`config.mk`:
```
export PLATFORM = sky130hd
export DESIGN_NAME = pipelined_reduced_full_add
export DESIGN_NICKNAME = d
export VERILOG_FILES = /design/src/rtl/fpa_add_pkg.sv /design/src/rtl/fpa_add_chunk.sv /design/src/rtl/pipelined_reduced_full_add.sv
export SDC_FILE = /design/constraint.sdc
export NUM_CORES = 1
export LEC_CHECK = 0
export CAP_MARGIN = 10
export CORE_MARGIN = 2
export CORE_UTILIZATION = 45
export CTS_CLUSTER_DIAMETER = 30
export CTS_CLUSTER_SIZE = 10
export DETAILED_ROUTE_END_ITERATION = 8
export PLACE_DENSITY = 0.67
export RECOVER_POWER = 100
export SETUP_SLACK_MARGIN = 0.2
export SYNTH_ARGS = -nofsm -noshare
export SYNTH_HDL_FRONTEND = slang
export SYNTH_SLANG_ARGS = --single-unit
```
`constraint.sdc`:
```
create_clock -name clk -period 3.5 [get_ports clk]
set_input_delay 0.35 -clock clk [delete_from_list [all_inputs] [get_ports clk]]
set_output_delay 0.35 -clock clk [all_outputs]
set_load 0.05 [all_outputs]
```
`src/rtl/fpa_add_pkg.sv`:
```
// Shared types and sizing helpers for the pipelined reduced full adder.
package fpa_add_pkg;
  localparam int DEFAULT_N      = 32;
  localparam int DEFAULT_STAGES = 4;

  // Running carry state handed between stages; g/p are group terms over chunks resolved so far.
  typedef struct packed {
    logic carry;
    logic g;
    logic p;
  } stage_flags_t;

  function automatic bit chunk_cfg_ok(input int n, input int stages);
    return (stages >= 1) && (stages <= n) && ((n % stages) == 0);
  endfunction

  function automatic int chunk_width(input int n, input int stages);
    return (stages >= 1) ? n / stages : n;
  endfunction
endpackage

```
`src/rtl/fpa_add_chunk.sv`:
```
// Combinational W-bit chunk adder with chunk generate/propagate and MSB carry-in.
module fpa_add_chunk #(
  parameter int W = 8
) (
  input  logic [W-1:0] a,
  input  logic [W-1:0] b,
  input  logic         ci,
  output logic [W-1:0] sum,
  output logic         g,
  output logic         p,
  output logic         c_msb,
  output logic         co
);
  logic [W:0] full;

  assign full  = {1'b0, a} + {1'b0, b} + {{W{1'b0}}, ci};
  assign sum   = full[W-1:0];
  assign co    = full[W];
  assign p     = &(a ^ b);
  // co = g | (p & ci), and a fully propagating chunk cannot generate.
  assign g     = co & ~(p & ci);
  assign c_msb = full[W-1] ^ a[W-1] ^ b[W-1];
endmodule

```
`src/rtl/pipelined_reduced_full_add.sv`:
```
// N-bit add/subtract resolved one W-bit chunk per stage with registered carry hand-off.
// Handshake: a beat moves on valid && ready; a stage loads when empty or when its successor loads.
module pipelined_reduced_full_add
  import fpa_add_pkg::*;
#(
  parameter int N      = DEFAULT_N,
  parameter int STAGES = DEFAULT_STAGES
) (
  input  logic         clk,
  input  logic         rst_n,
  input  logic         in_valid,
  output logic         in_ready,
  input  logic [N-1:0] a,
  input  logic [N-1:0] b,
  input  logic         ci,
  input  logic         sub,
  output logic         out_valid,
  input  logic         out_ready,
  output logic [N-1:0] c,
  output logic         co,
  output logic         ovf,
  output logic         cp,
  output logic         cg
);
  localparam int W = chunk_width(N, STAGES);

  if (!chunk_cfg_ok(N, STAGES)) begin : g_cfg_check
    $error("pipelined_reduced_full_add: N=%0d must be a multiple of STAGES=%0d with 1 <= STAGES <= N",
           N, STAGES);
  end

  logic [N-1:0]    b_eff;
  logic [STAGES:0] rdy;

  assign b_eff       = b ^ {N{sub}};
  assign rdy[STAGES] = out_ready;
  assign in_ready    = rst_n & rdy[0];

  for (genvar k = 0; k < STAGES; k++) begin : g_stage
    localparam int IW = (STAGES - k) * W;  // operand bits not yet consumed on entry
    localparam int RW = (k + 1) * W;       // result bits resolved after this stage

    logic          src_v;
    logic [IW-1:0] src_a;
    logic [IW-1:0] src_b;
    logic          src_carry;
    logic          src_g;
    logic          src_p;
    logic [RW-1:0] nxt_res;
    logic [W-1:0]  sum;
    logic          g_c;
    logic          p_c;
    logic          msb_c;
    logic          co_c;

    logic          v_r;
    logic [RW-1:0] res_r;
    stage_flags_t  flg_r;

    if (k == 0) begin : g_src
      assign src_v     = in_valid & in_ready;
      assign src_a     = a;
      assign src_b     = b_eff;
      assign src_carry = ci;
      assign src_g     = 1'b0;
      assign src_p     = 1'b1;
      assign nxt_res   = sum;
    end else begin : g_src
      assign src_v     = g_stage[k-1].v_r;
      assign src_a     = g_stage[k-1].g_skew.a_r;
      assign src_b     = g_stage[k-1].g_skew.b_r;
      assign src_carry = g_stage[k-1].flg_r.carry;
      assign src_g     = g_stage[k-1].flg_r.g;
      assign src_p     = g_stage[k-1].flg_r.p;
      assign nxt_res   = {sum, g_stage[k-1].res_r};
    end

    fpa_add_chunk #(.W(W)) u_chunk (
      .a     (src_a[W-1:0]),
      .b     (src_b[W-1:0]),
      .ci    (src_carry),
      .sum   (sum),
      .g     (g_c),
      .p     (p_c),
      .c_msb (msb_c),
      .co    (co_c)
    );

    assign rdy[k] = ~v_r | rdy[k+1];

    always_ff @(posedge clk) begin
      if (!rst_n) begin
        v_r   <= 1'b0;
        res_r <= '0;
        flg_r <= '0;
      end else if (rdy[k]) begin
        v_r <= src_v;
        if (src_v) begin
          res_r <= nxt_res;
          flg_r <= '{carry: co_c, g: g_c | (p_c & src_g), p: p_c & src_p};
        end
      end
    end

    if (k < STAGES - 1) begin : g_skew
      logic [IW-W-1:0] a_r;
      logic [IW-W-1:0] b_r;

      always_ff @(posedge clk) begin
        if (!rst_n) begin
          a_r <= '0;
          b_r <= '0;
        end else if (rdy[k] && src_v) begin
          a_r <= src_a[IW-1:W];
          b_r <= src_b[IW-1:W];
        end
      end
    end

    if (k == STAGES - 1) begin : g_last
      logic msb_r;

      always_ff @(posedge clk) begin
        if (!rst_n) begin
          msb_r <= 1'b0;
        end else if (rdy[k] && src_v) begin
          msb_r <= msb_c;
        end
      end
    end
  end

  assign out_valid = g_stage[STAGES-1].v_r;
  assign c         = g_stage[STAGES-1].res_r;
  assign co        = g_stage[STAGES-1].flg_r.carry;
  assign ovf       = g_stage[STAGES-1].g_last.msb_r ^ g_stage[STAGES-1].flg_r.carry;
  assign cp        = g_stage[STAGES-1].flg_r.p;
  assign cg        = g_stage[STAGES-1].flg_r.g;
endmodule

```
==> out/results.md, run 1 <==
* status: finished, violations left
* failing checks: max-capacitance violations, max-slew violations
* Fillers: 1810
* Hold Vio Cnt, Final: 0
* Site Rows: 50
* port buffer count: 107
* slew margin rel.: -37.5%
* most instantiated flip-flop cell in the synthesis netlist: sky130_fd_sc_hd__dfxtp_1
* Max Fanout on Critical Path: 4
* worst r2r src: g_stage[0].g_skew.a_r[0]
* reported max-cap violation count: 1
* nets@finish: 1199
* number of H-tree levels: 4
* power consumption: 4.68 mW
* clock tree root buffer cell: sky130_fd_sc_hd__clkbuf_16
* Total Neg Setup Slack: 0 ns
* number of vias in the routed layout: 6749
* endpoint type of the worst setup path: output port
* Initial DRC Count: 385
* Worst R2R End: g_stage[2].src_g
* element type at the critical path start: input port
* Post-Route Skew: 0.0104 ns
* FF-to-FF setup slack: 1.10 ns
* Post-Place Cell Area: 9860 sq um
* critical setup path kind: input port to output port
* Critical-path top delay cell: sky130_fd_sc_hd__dlygate4sd3_1
* wirelength, routed: 18.2 mm
* clock tree from TritonCTS: yes
* hold crit path type: flop to flop
* count of placed standard cells in the final layout, fillers left out: 1336
* Post-Synthesis Cells: 1017
* Max Clock Freq: 364 MHz
* average instance area after synthesis: 8.49 sq um
* weighted congestion at the end of routability-driven global placement: 0.826
* worst-margin pin slew: 2.06 ns
* # IOs: 108
* synthesized flop and latch total: 193
* average vias per placed instance: 5.05
* Net Count, Synth: 1127
* cell depth of the worst min-delay path: 2
* worst-case hold slack: 0.457 ns
* Async SR Flop Fraction: 0%
* fin. max-slew vios: 215
* final number of setup-violating endpoints: 0
* width of the chip: 142 um
* Cells after DPL: 1304
* average detailed-routed wire length per instance: 13.6 um
* commonest non-fill, non-tap cell in the layout: sky130_fd_sc_hd__nand2_1
* worst slack at placement: 0.803 ns
* Final HPWL DP: 12.7 mm
* longest individual stage delay on the worst path: 0.92 ns
* count of distinct cell types in the synthesized netlist: 50
* final antenna diode count: 0
* hold bufs inserted after CTS: 0
* Antenna Violating Nets Remaining: 0
* maximum number of pins on one net before global-route repair: 215
* GRT overflow: 0
* Max clock buf depth: 2
* Sink Count: 193
* clock transition time at the flip-flop clock pins of the worst setup and hold paths: 0.06 ns
* post-CTS setup buffer count: 0
* area of the die: 20300 sq um
* leakage power total: 3.96 nW
* effective utilization at floorplan: 46.0%
* Num CTS Buffers: 17
* RSZ-0062 raised after global routing: no
* most frequent cells in the layout: sky130_fd_sc_hd__nand2_1 (287), sky130_fd_sc_hd__dfxtp_1 (193), sky130_fd_sc_hd__a21boi_0 (108)
* global-route wire length before repair: 30.3 mm
* worst hold path endpoint: g_stage[0].g_skew.a_r[8]
* number of gates given a new drive strength after cts: 0
* design area: 10400 sq um
* final core utilization: 55.3%
* via count of the first global-routing pass: 6075
* P per Cell Area: 450 nW/um^2
* count of flip-flops with a built-in enable after synthesis: 0
* Area growth, synth to finish: 20.4%
* Yosys Warn Count: 0
* endpoint required time on the critical path: 3.15 ns
* share of the clock period used by the worst path after layout: 78.6%
* DRC violation count after routing: 0
* shortest clock period the worst path allows after layout: 2.75 ns
* sequence of cells on the critical path: dlygate4sd3_1 > and4b_1 > a21boi_2 > dlygate4sd3_1
* TritonRoute pass-1 iters: 5
* clock insertion delay at the later pin of the skew report: 0.43 ns
* part of the Yosys area used for sequential elements: 44.8%
* Max rail drop VDD: 0.366 mV
* total routing usage reported by global routing: 18.6%
* most prevalent standard cell on the critical path: sky130_fd_sc_hd__dlygate4sd3_1
* Register-to-Register Path Depth: 7
* proportion of layout cells with a drive suffix above 1: 4.54%
* Syn Std Cell Area: 8630 sq um
* overall die height: 142 um
* antenna violations before repair: 0
* least setup slack across all paths after layout: 0.749 ns
* launch instance of the worst min-delay path: g_stage[0].g_skew.a_r[8]
* arrival time reported for the critical path endpoint: 2.40 ns
* Core ar.: 18800 sq um
final cells by class:
class / count / area (sq um) / share of cell area, %
repair buffers: 121 / 1150 / 11.1
multi-input cells: 743 / 4470 / 43.1
clock buffers: 20 / 457 / 4.40
well taps: 234 / 293 / 2.82
inverters: 13 / 48.8 / 0.470
clock inverters: 12 / 98.8 / 0.952
flip-flops and latches: 193 / 3860 / 37.2
kinds of logic after synthesis:
| group | synth area share [%] |
|---|---|
| simple gates | 20.0 |
| fa+ha+maj | 6.49 |
| xor+xnor | 4.67 |
| buf+inv | 3.62 |
| compound gates | 20.5 |
| flops | 44.8 |
report_power, final:
group          total, mW  leakage [nW]  switching (mW)  internal (mW)
sequential          2.34          1.57          0.0574           2.29
clock               1.84         0.274           0.876          0.964
combinational      0.496          2.12           0.263          0.233
total               4.68          3.96            1.20           3.48
sequential cells by signal, indices dropped and copies added, names as in the netlist:
name	flops
g_stage.src_g	3
out_valid	1
g_stage.src_p	3
g_stage.v_r	3
co	1
g_stage.res_r	48
g_stage.src_carry	3
c	32
g_stage.g_skew.b_r	48
g_stage.g_skew.a_r	48
cg	1
g_stage.g_last.msb_r	1
cp	1
worst max path at each step:
| stage | start | to | slack [ns] |
|---|---|---|---|
| floorplan | sub | g_stage[0].res_r[6] | 0.92 |
| detailed placement | b[0] | g_stage[1].src_g | 0.80 |
| global route | out_ready | g_stage[2].res_r[14] | 0.61 |
| CTS | out_ready | in_ready | 0.89 |
| global placement | b[0] | g_stage[1].src_g | 0.83 |
| finish | out_ready | in_ready | 0.75 |
cells in the mapped netlist, types with 7 or more instances:
master,number,area share (%)
sky130_fd_sc_hd__fa_1,8,1.9
sky130_fd_sc_hd__o21a_1,9,0.78
sky130_fd_sc_hd__nand2_1,287,12
sky130_fd_sc_hd__xor2_1,15,1.5
sky130_fd_sc_hd__buf_2,7,0.41
sky130_fd_sc_hd__and2_1,12,0.87
sky130_fd_sc_hd__ha_1,32,4.6
sky130_fd_sc_hd__nand3_1,39,2.3
sky130_fd_sc_hd__buf_1,7,0.30
sky130_fd_sc_hd__a21oi_1,17,0.99
sky130_fd_sc_hd__inv_1,13,0.57
sky130_fd_sc_hd__nor2_1,10,0.43
sky130_fd_sc_hd__nand4_1,8,0.58
sky130_fd_sc_hd__xnor2_1,31,3.1
sky130_fd_sc_hd__dfxtp_1,193,45
sky130_fd_sc_hd__a21o_1,12,1.0
sky130_fd_sc_hd__clkbuf_1,54,2.3
sky130_fd_sc_hd__a21boi_0,108,9.4
sky130_fd_sc_hd__o21ai_0,77,4.5
worst max-delay path: cells and delay by family:
family                 cells  cell delay [ns]
AOI/OAI and AO/OA          1             0.28
and+or+nand+nor            1             0.28
buffers and inverters      2             1.49
metal layers:
layer / track usage (%) / up-vias / routed length (um)
li1: - / 3600 / -
met1: 28.0 / 3006 / 9740
met2: 26.5 / 128 / 7540
met3: 3.43 / 15 / 695
met4: 5.99 / 0 / 242
met5: 0 / - / 0
No activity file was read; power rests on OpenSTA's default activity.
==> run 2: changes to the inputs <==
--- a/config.mk
+++ b/config.mk
@@ -11,7 +11,7 @@
 export CTS_CLUSTER_DIAMETER = 30
 export CTS_CLUSTER_SIZE = 10
 export DETAILED_ROUTE_END_ITERATION = 8
-export PLACE_DENSITY = 0.67
+export PLACE_DENSITY = 0.69
 export RECOVER_POWER = 100
 export SETUP_SLACK_MARGIN = 0.2
 export SYNTH_ARGS = -nofsm -noshare
==> constraint.sdc (replaced) <==
create_clock -name clk -period 2.35 [get_ports clk]
set_input_delay 0.235 -clock clk [delete_from_list [all_inputs] [get_ports clk]]
set_output_delay 0.235 -clock clk [all_outputs]
set_load 0.05 [all_outputs]
==> run 2 against run 1 <==
Effect of this change:
- the run now ends clean
- via count is 1.8% higher
- critical path depth is 2 higher
- count of clock-buffer cells in the layout up 2
- sequential share of layout area decreased by 0.58 points
- non-clock buffer count rose by 12
- die area did not move
- power grew 53%
- first-iteration DRC count increased by 21%
- core utilization is 0.87 points higher
- global-route usage up 0.40 points
- critical path type is now flop to flop
- largest cell class unchanged
- largest power group unchanged
==> out/results.md, run 2 (same netlist as run 1, synthesis figures left out) <==
* count of placed standard cells in the final layout, fillers left out: 1348, +0.90%
* Site Rows: 50, unchanged
* P per Cell Area: 677 nW/um^2, +50%
* clock tree from TritonCTS: yes
* share of the clock period used by the worst path after layout: 91.8%
* via count of the first global-routing pass: 6325, +4.1%
* leakage power total: 4.03 nW, +1.6%
* commonest non-fill, non-tap cell in the layout: sky130_fd_sc_hd__nand2_1
* hold crit path type: input port to flop
* hold bufs inserted after CTS: 0, unchanged
* Critical-path top delay cell: sky130_fd_sc_hd__fa_1
* final core utilization: 56.2%, +0.87 points
* launching instance or port of the critical path: g_stage[2].g_skew.b_r[0]
* area of the die: 20300 sq um, unchanged
* crit path buf inv count: 0, -2
* Total Neg Setup Slack: 0 ns, unchanged
* sequence of cells on the critical path: fa_1 > a211oi_2 > o21ai_2 > and4_4 > or4_1 > a31oi_1
* sequential group share of total power: 48.9%, -1.2 points
* total routing usage reported by global routing: 19.0%, +0.40 points
* width of the chip: 142 um, unchanged
* Hold Vio Cnt, Final: 0, unchanged
* element type at the critical path start: flop
* Max Fanout on Critical Path: 3, -1
* Antenna Violating Nets Remaining: 0, unchanged
* Post-Route Skew: 0.00865 ns, -0.00180 ns
* power consumption: 7.14 mW, +53%
* endpoint required time on the critical path: 2.71 ns, -0.44 ns
* Num CTS Buffers: 17, unchanged
* # IOs: 108, unchanged
* Final HPWL DP: 13.4 mm, +5.2%
* global-route wire length before repair: 31.2 mm, +2.8%
* number of vias in the routed layout: 6868, +1.8%
* Sink Count: 193, unchanged
* switching power: 1.74 mW, +45%
* Max Clock Freq: 464 MHz
* weighted congestion at the end of routability-driven global placement: 0.843, +2.1%
* CP delay by family, top: simple AND/OR/NAND/NOR gates
* Area growth, synth to finish: 22.3%
* launch instance of the worst min-delay path: a[19]
* P_int: 5.40 mW, +55%
* GRT overflow: 0, unchanged
* arrival time reported for the critical path endpoint: 2.51 ns, +0.11 ns
* average vias per placed instance: 5.09, +0.86%
* critical setup path kind: flop to flop
* status: finished, final reports clean
* DRC violation count after routing: 0, unchanged
* worst r2r src: g_stage[2].g_skew.b_r[0]
* most frequent cells in the layout: sky130_fd_sc_hd__nand2_1 (287), sky130_fd_sc_hd__dfxtp_1 (193), sky130_fd_sc_hd__a21boi_0 (108)
* design area: 10600 sq um, +1.6%
* final number of setup-violating endpoints: 0, unchanged
* maximum number of pins on one net before global-route repair: 125, -42%
* Core ar.: 18800 sq um, unchanged
* Cells after DPL: 1315, +0.84%
* clock tree root buffer cell: sky130_fd_sc_hd__clkbuf_16
* power share of the combinational group: 10.6%, about the same
* TritonRoute pass-1 iters: 5, unchanged
* average detailed-routed wire length per instance: 13.8 um, +0.99%
* port buffer count: 107, unchanged
* share of total power in the clock network: 40.4%, +1.1 points
* number of H-tree levels: 4, unchanged
* nets@finish: 1211, +1.0%
* RSZ-0062 raised after global routing: no
* worst-margin pin slew: 1.04 ns, -1.02 ns
* Initial DRC Count: 467, +21%
* clock transition time at the flip-flop clock pins of the worst setup and hold paths: 0.07 ns, about the same
* wirelength, routed: 18.6 mm, +1.9%
* proportion of layout cells with a drive suffix above 1: 6.01%, +1.5 points
* fin. max-slew vios: 0, -100%
* Max rail drop VDD: 0.516 mV, +41%
* final antenna diode count: 0, unchanged
* effective utilization at floorplan: 46.0%, unchanged
* slew margin rel.: 30.8%, +68 points
* Max clock buf depth: 2, unchanged
* clock insertion delay at the later pin of the skew report: 0.43 ns, about the same
* longest individual stage delay on the worst path: 0.50 ns, -0.42 ns
* overall die height: 142 um, unchanged
* endpoint type of the worst setup path: flop
* top flop regs: g_stage.g_skew.a_r (48), g_stage.g_skew.b_r (48), g_stage.res_r (48)
* antenna violations before repair: 0, unchanged
* reported max-cap violation count: 0, -1
* shortest clock period the worst path allows after layout: 2.16 ns
* share of total power consumed by net switching: 24.3%, -1.3 points
* Post-Place Cell Area: 10000 sq um, +1.4%
-- run 2: cell count changes in the layout (fill, tap and decap cells not counted), moves of 3 or more --
cell / before / now
sky130_fd_sc_hd__and2_1: 8 / 5
sky130_fd_sc_hd__dlygate4sd3_1: 40 / 37
sky130_fd_sc_hd__fa_1: 8 / 4
sky130_fd_sc_hd__clkbuf_2: 0 / 3
sky130_fd_sc_hd__buf_4: 10 / 16
sky130_fd_sc_hd__fa_2: 0 / 4
sky130_fd_sc_hd__and2_0: 4 / 7
sky130_fd_sc_hd__clkbuf_1: 5 / 10
-- run 2: layout make-up --
cell class | instances | area, sq um
Clock inverter | 10 | 125
Clock buffer | 22 | 464
Multi-Input combinational cell | 743 | 4520
Sequential cell | 193 | 3860
Fill cell | 1762 | 8220
Inverter | 13 | 48.8
Timing Repair Buffer | 133 | 1230
Tap cell | 234 | 293
-- run 2: worst min-delay path, delay by kind of cell --
| kind | cells | cell delay (ns) |
|---|---|---|
| buf+inv | 1 | 0.40 |
| compound gates | 1 | 0.06 |
| simple gates | 1 | 0.05 |
-- run 2: path summary, 6_finish.rpt --
kind,end,slack (ns),cells after the start
worst max-delay path,g_stage[3].g_last.msb_r,0.19,6
worst min-delay path,g_stage[0].g_skew.a_r[11],0.36,3
worst max register to register,g_stage[3].g_last.msb_r,0.19,6
worst min register to register,c[4],0.46,2
-- run 2: power by group through the flow --
stage / Clock, mW / Sequential [mW] / Combinational, mW
after floorplan: 0 / 3.55 / 0.489
after global placement: 0 / 3.56 / 0.767
after detailed placement: 0 / 3.57 / 0.774
after CTS: 2.94 / 3.49 / 0.781
after global routing: 3.08 / 3.51 / 0.853
final: 2.89 / 3.49 / 0.760
-- run 2: metrics by stage --
step	worst slack [ns]	hold slack [ns]
6_report	0.193	0.356
5_1_grt	0.0989	0.376
4_1_cts	0.225	0.340
3_5_place_dp	-0.0793	0.453
3_3_place_gp	-0.0496	0.447
2_1_floorplan	0.225	0.344
-- run 2: metal layers --
| metal | track usage, % | up-vias | wire length [um] |
|---|---|---|---|
| met4 | 6.36 | 0 | 282 |
| met1 | 28.0 | 3094 | 9770 |
| met2 | 28.3 | 129 | 7900 |
| met5 | 0 | - | 0 |
| li1 | - | 3627 | - |
| met3 | 2.73 | 18 | 620 |
-- run 2: repair_timing --
| item | 4_1_cts | 5_1_grt |
|---|---|---|
| pin swaps | 1 | 7 |
| gates resized for setup | 10 | 6 |
| setup endpoints to repair | 12 | 10 |
| buffers inserted | 0 | 1 |
